==> src/rtl/seg_frame_demux.sv <==
// Serial-to-parallel demux for the 7-segment path: four accepted beats fill the
// shadow digits, then a single COMMIT cycle updates all four digit outputs at once.
module seg_frame_demux #(
  parameter int DATA_W  = 8,
  parameter int TIMEOUT = 1000
) (
  input  logic              i_clk,
  input  logic              i_rst_n,
  input  logic [DATA_W-1:0] i_data,
  input  logic              i_valid,
  output logic              o_ready,
  input  logic              i_sync,
  output logic [DATA_W-1:0] o_data_0,
  output logic [DATA_W-1:0] o_data_1,
  output logic [DATA_W-1:0] o_data_2,
  output logic [DATA_W-1:0] o_data_3,
  output logic              o_frame_done,
  output logic              o_err
);

  typedef enum logic {FILL, COMMIT} state_t;

  localparam logic [15:0] IdleLast = (TIMEOUT > 0) ? 16'(TIMEOUT - 1) : 16'd0;

  state_t            state_q, state_d;
  logic [1:0]        ptr_q, ptr_d;
  logic [15:0]       idle_q, idle_d;
  logic [DATA_W-1:0] shadow_q [4];
  logic [DATA_W-1:0] shadow_d [4];
  logic [DATA_W-1:0] data_q [4];
  logic [DATA_W-1:0] data_d [4];
  logic              done_q, done_d;
  logic              err_q, err_d;
  logic              active_q;
  logic              accept;
  logic [1:0]        ptr_eff;

  // active_q keeps o_ready low until the first edge after reset release
  assign o_ready      = active_q && (state_q == FILL);
  assign accept       = i_valid && o_ready;
  assign ptr_eff      = i_sync ? 2'd0 : ptr_q;
  assign o_data_0     = data_q[0];
  assign o_data_1     = data_q[1];
  assign o_data_2     = data_q[2];
  assign o_data_3     = data_q[3];
  assign o_frame_done = done_q;
  assign o_err        = err_q;

  always_comb begin
    state_d  = state_q;
    ptr_d    = ptr_q;
    idle_d   = idle_q;
    shadow_d = shadow_q;
    data_d   = data_q;
    done_d   = 1'b0;
    err_d    = 1'b0;
    case (state_q)
      FILL: begin
        if (i_sync) begin
          ptr_d  = 2'd0;
          idle_d = 16'd0;
        end
        if (accept) begin
          shadow_d[ptr_eff] = i_data;
          ptr_d             = 2'(ptr_eff + 2'd1);
          idle_d            = 16'd0;
          if (ptr_eff == 2'd3) state_d = COMMIT;
        end else if (!i_sync) begin
          // An accept on the expiry cycle takes priority over the timeout
          if (ptr_q != 2'd0 && TIMEOUT != 0) begin
            if (idle_q == IdleLast) begin
              ptr_d  = 2'd0;
              idle_d = 16'd0;
              err_d  = 1'b1;
            end else begin
              idle_d = idle_q + 16'd1;
            end
          end else begin
            idle_d = 16'd0;
          end
        end
      end
      COMMIT: begin
        data_d  = shadow_q;
        ptr_d   = 2'd0;
        idle_d  = 16'd0;
        done_d  = 1'b1;
        state_d = FILL;
      end
      default: state_d = FILL;
    endcase
  end

  always_ff @(posedge i_clk or negedge i_rst_n) begin
    if (!i_rst_n) begin
      state_q  <= FILL;
      ptr_q    <= 2'd0;
      idle_q   <= 16'd0;
      shadow_q <= '{default: '0};
      data_q   <= '{default: '0};
      done_q   <= 1'b0;
      err_q    <= 1'b0;
      active_q <= 1'b0;
    end else begin
      state_q  <= state_d;
      ptr_q    <= ptr_d;
      idle_q   <= idle_d;
      shadow_q <= shadow_d;
      data_q   <= data_d;
      done_q   <= done_d;
      err_q    <= err_d;
      active_q <= 1'b1;
    end
  end

endmodule

==> config.mk <==
export PLATFORM = sky130hd
export DESIGN_NAME = seg_frame_demux
export DESIGN_NICKNAME = d
export VERILOG_FILES = /design/src/rtl/seg_frame_demux.sv
export SDC_FILE = /design/constraint.sdc
export NUM_CORES = 1
export LEC_CHECK = 0
export ABC_AREA = 1
export CAP_MARGIN = 20
export CORE_UTILIZATION = 45
export CTS_CLUSTER_DIAMETER = 200
export DETAILED_ROUTE_END_ITERATION = 10
export GPL_TIMING_DRIVEN = 1
export PLACE_DENSITY = 0.69
export SKIP_LAST_GASP = 1
export SLEW_MARGIN = 20
export SYNTH_ARGS = -nofsm -noshare
export SYNTH_HDL_FRONTEND = slang
export SYNTH_SLANG_ARGS = --single-unit
==> constraint.sdc <==
create_clock -name i_clk -period 4.4 [get_ports i_clk]
set_input_delay 1.1 -clock i_clk [delete_from_list [all_inputs] [get_ports i_clk]]
set_output_delay 1.1 -clock i_clk [all_outputs]
set_load 0.02 [all_outputs]
# ---- Yosys cells after proc, flatten, opt, wreduce, memory -nomap -nowiden
# Index checks and enable logic that the tools add are counted.
# W data, S select, Z words.
dict set report totals {
  ff_bits 86
  latchBits 0
  ramBits 0
  romBits 0
  inputBits 12
  output_inout_bits 35
  elab_cells 50
  memories 0
}
dict set report classes {
  addsub 2
  n_mul 0
  div 0
  magnitude_cmp 2
  eq_ne 2
  shifts 0
  muxes 23
  n_bitwise 2
  reduce_logical 5
}
# op count
set ops {}
lappend ops {{$mux W16} 4}
lappend ops {{$bwmux W32} 1}
lappend ops {{$pmux W16 S2} 1}
lappend ops {{$add A16 B1 Y16 const B} 1}
lappend ops {{$demux W8 S2} 1}
lappend ops {{$eq A16 B10 Y1 const B} 1}
lappend ops {{$mux W2} 5}
lappend ops {{$mux W1} 8}
lappend ops {{$mux W8} 1}
lappend ops {{$pmux W2 S2} 1}
lappend ops {{$ge A3 B3 Y1 const B} 1}
lappend ops {{$logic_and A1 B1 Y1} 3}
lappend ops {{$lt A3 B1 Y1 const B} 1}
lappend ops {{$not A2 Y3} 1}
lappend ops {{$add A2 B1 Y2 const B} 1}
lappend ops {{$eq A2 B2 Y1 const B} 1}
lappend ops {{$pmux W1 S2} 1}
lappend ops {{$reduce_and A2 Y1} 1}
lappend ops {{$reduce_bool A2 Y1} 1}
lappend ops {{$not A1 Y1} 1}

# ---- Logic depth before layout (Yosys ltp)
dict set report logic_depth {
  ltp_word 7
  depth_mapped 9
  ltp_nobuf 9
}

# ---- Worst setup path before layout
# No wires, ideal clock.
dict set report synth_timing {
  kind {input -> register}
  startpoint {input i_sync}
  endpoint {register shadow_q[29] in the netlist's numbering}
  setup_ns 0.076
  t_arrival_ns 1.960
  t_required_ns 4.324
  path_slack_ns 2.364
  stages 7
  n_path_buf 1
  path_cell_list {nor2_1 > inv_1 > ha_1 > nand2_4 > buf_2 > nand2_1 > o21ai_1}
}
dict set report synth_via {
  elab_chain_len 7
  word_cells_on_any_way 8
  classes_between {2 x order compare; 4 x mux; 1 x bitwise; 1 x reduce/logical}
}
# item line
set synth_lines {}
lappend synth_lines {{start, declared} 12} ;# input logic i_sync,
lappend synth_lines {{$mux W2 (*)} 41} ;# assign ptr_eff = i_sync ? 2'd0 : ptr_q;
lappend synth_lines {{$not A2 Y3 (not written as such) (*)} 64} ;# shadow_d[ptr_eff] = i_data;
lappend synth_lines {{$ge A3 B3 Y1 (not written as such) / $lt A3 B1 Y1 (equally long branches)} 64}
lappend synth_lines {{$logic_and A1 B1 Y1 (not written as such)} 64}
lappend synth_lines {{$mux W8 (not written as such)} 64}
lappend synth_lines {{$demux W8 S2 (*)} 64}
lappend synth_lines {{$bwmux W32 (*)} 64}
lappend synth_lines {{end signal, assigned} 108} ;# shadow_q <= shadow_d;
lappend synth_lines {{end, declared} 28} ;# logic [DATA_W-1:0] shadow_q [4];
# Every way passes the cells marked *; elsewhere a longest branch is shown, timed or not.
# A chain may end at the register's enable or synchronous reset.

# ---- Worst setup path after layout
dict set report layout_timing {
  startpoint {register state_q}
  endpoint {output o_ready}
}
dict set report layout_via {
  elab_chain_len 2
}
# item line
set layout_lines {}
lappend layout_lines {{start, declared} 25} ;# state_t state_q, state_d;
lappend layout_lines {{start signal, assigned} 105} ;# state_q <= state_d;
lappend layout_lines {{$not A1 Y1 (no line)} n/a}
lappend layout_lines {{$logic_and A1 B1 Y1} 39} ;# assign o_ready = active_q && (state_q == FILL);
lappend layout_lines {{end, declared} 11} ;# output logic o_ready,
# No other way between the ends.

==> flow_metrics.env <==
export IMPL_status="complete, no violations"
export IMPL_synth_area_mm2=0.003667
export IMPL_yosys_area_share_adder_pct=1.706
export IMPL_p_per_area_mw_per_mm2=409.6
export IMPL_cts_repair_resized=0
export IMPL_io_buffers=46
export IMPL_mostFrequentLayoutCell="nand2_1"
export IMPL_synth_simple_area_share_pct=26.54
export IMPL_power_w=0.001813
export IMPL_layout_drive_gt1_share_pct=10.34
export IMPL_layout_min_cycle_time_ns=2.669
export IMPL_start_kind="flop"
export IMPL_synth_distinct_cells=33
export IMPL_cts_hold_buf=0
export IMPL_ant_nets=0
export IMPL_die_y_um=92.28
export IMPL_synth_xor_area_share_pct=0.9553
export IMPL_nets=476
export IMPL_synth_nets=429
export IMPL_area_growth_syn_to_layout_pct=20.68
export IMPL_first_global_vias=2587
export IMPL_synth_top_area_cell="dfrtp_1"
export IMPL_gp_congestion=0.7813
export IMPL_cts_path_max_buffers=2
export IMPL_maxCapViolCount=0
export IMPL_synthArstFlopShare_pct=100.0
export IMPL_yosys_area_top_type_share_pct=58.68
export IMPL_ys_seq_area_share_pct=58.68
export IMPL_crit_fanout=2
export IMPL_core_mm2=0.007807
export IMPL_worstHoldPathType="flop to flop"
export IMPL_yosys_warnings=0
export IMPL_synth_compound_area_share_pct=6.551
export IMPL_leakagePower_nw=2.185
export IMPL_skew_ns=0.009448
export IMPL_hpwl_um=4940
export IMPL_synth_top_family_by_area="simple AND/OR/NAND/NOR gates"
export IMPL_max_slew_margin_pct=37.66
export IMPL_syn_inst=412
export IMPL_htreeDepth=3
export IMPL_rsz0062_at_grt="no"
export IMPL_viasPerCell=4.898
export IMPL_finalSetupViolCount=0
export IMPL_setup_tns_ns=0
export IMPL_finalHoldViolCount=0
export IMPL_row_count=32
export IMPL_grt_first_pass_wirelength_um=12580
export IMPL_grt_ovfl_total=0
export IMPL_die_area_mm2=0.008515
export IMPL_tightest_slew_ns=0.9293
export IMPL_muxShareOfSynthArea_pct=0
export IMPL_firstDrtPassIters=5
export IMPL_design_area_mm2=0.004425
export IMPL_worstSetupEndpointType="output pin"
export IMPL_critPathRequiredTime_ns=3.30
export IMPL_antenna_cells=0
export IMPL_final_cell_mix="163 x nand2_1, 86 x dfrtp_1, 45 x clkdlybuf4s50_1, 32 x o21ai_1"
export IMPL_cts_clk_slew_worst_paths_ns=0.09
export IMPL_numCtsBuffers=9
export IMPL_irDropWorstVdd_uv=177.4
export IMPL_worst_endpoint_arrival_ns=1.57
export IMPL_yosys_register_bits=86
export IMPL_start_util_pct=46.97
export IMPL_synth_edff_count=0
export IMPL_die_width_um=92.28
export IMPL_drc_errors=0
export IMPL_clkLatencyLatePin_ns=0.36
export IMPL_postCtsSetupBuffers=0
export IMPL_fmax_ghz=0.3746
export IMPL_cts_tree="built"
export IMPL_synthTopCellsByArea="dfrtp_1 59%, nand2_1 17%, o21ai_1 4.4%, inv_1 2.8%, nor2_1 2.8%"
export IMPL_routed_wl_um=7328
export IMPL_grt_util_all_layers_pct=19.24
export IMPL_min_period_over_period_pct=60.67
export IMPL_cts_sinks=86
export IMPL_fin_util_pct=56.68
export IMPL_slew_viol_final=0
export IMPL_io_pins=47
export IMPL_root_buffer="clkbuf_8"
export IMPL_detail_route_wl_per_cell_um=12.95
export IMPL_dpl_instance_area_mm2=0.004200
export IMPL_synthFlopType="dfrtp_1"
export IMPL_antenna_found_initial=0
export IMPL_routed_via_count=2772
export IMPL_grt_max_degree=87
export IMPL_path_class="flop to output pin"
export IMPL_avgSynthCellArea_um2=8.901
export IMPL_first_iter_violations=159
-- sequential cells by signal, summed over array words and instances (netlist names), 2 cells and up --
register and count:
idle_q 16, o_data_3 8, o_data_0 8, o_data_2 8, ptr_q 2, shadow_q 32, o_data_1 8
-- kinds of logic (layout without fill, tap and decap cells) --
group | Yosys count | after routing
buf+inv | 47 | 99
compound gates | 45 | 45
simple gates | 224 | 224
xor+xnor | 4 | 4
fa+ha+maj | 5 | 5
flops | 86 | 86
other cells | 1 | 1
-- area by class of cell --
class                           count  area [um2]
Fill cell                         724        3382
Inverter                           36       140.1
Clock buffer                        9       123.9
Tap cell                          102       127.6
Sequential cell                    86        2152
Timing Repair Buffer               47       469.2
Clock inverter                      7       97.59
Multi-Input combinational cell    279        1315
-- per-stage QoR --
step	setup WS (ns)	hold slack, ns	std cells
after floorplan	2.364	0.3745	412
after global placement	1.854	0.4525	550
after detailed placement	1.811	0.4573	550
after CTS	1.711	0.4787	566
after global routing	1.685	0.4940	566
final	1.731	0.4737	566
-- power by group --
part           internal [W]  switching (W)  total (W)
logic              0.000112       0.000142   0.000253
clock network      0.000321       0.000291   0.000613
registers          0.000889      0.0000574   0.000946
-- routing by layer --
metal  vias to the layer above  GRT usage [%]  wire length, um
met5                         -              0                0
met4                         0          5.729               56
met3                         4          4.561              338
met2                        53          29.66             3462
met1                      1351          27.03             3471
li1                       1364              -                -
-- final timing paths --
path / slack [ns] / depth (start not counted) / endpoint / start
max: 1.73 / 2 / o_ready / state_q$_DFF_PN0_
min: 0.47 / 2 / o_data_2[6]$_DFFE_PN0P_ / o_data_2[6]$_DFFE_PN0P_
max reg2reg: 2.24 / 4 / ptr_q[0]$_DFF_PN0_ / state_q$_DFF_PN0_
min reg2reg: 0.47 / 2 / o_data_2[6]$_DFFE_PN0P_ / o_data_2[6]$_DFFE_PN0P_
max in group asynchronous: 3.08 / 1 / shadow_q[3]$_DFFE_PN0P_ / i_rst_n
min in group asynchronous: 0.76 / 1 / o_err$_DFF_PN0_ / i_rst_n
-- critical path, cell delays in order (launching register included) --
cell and delay (ns):
dfrtp_1 0.44, nor2_8 0.16, clkdlybuf4s50_1 0.61
-- synthesized netlist by cell type, types with 3 or more instances --
| master | number |
|---|---|
| nand2_1 | 163 |
| dfrtp_1 | 86 |
| o21ai_1 | 32 |
| inv_1 | 27 |
| nor2_1 | 27 |
| nor2_2 | 9 |
| a21oi_1 | 7 |
| clkbuf_1 | 6 |
| inv_2 | 6 |
| ha_1 | 5 |
| nand3_1 | 5 |
| nor3_1 | 4 |
| buf_2 | 3 |
| nand2_2 | 3 |
| nand2_4 | 3 |
| o21ai_0 | 3 |
Power figures use the tool's default switching activity.
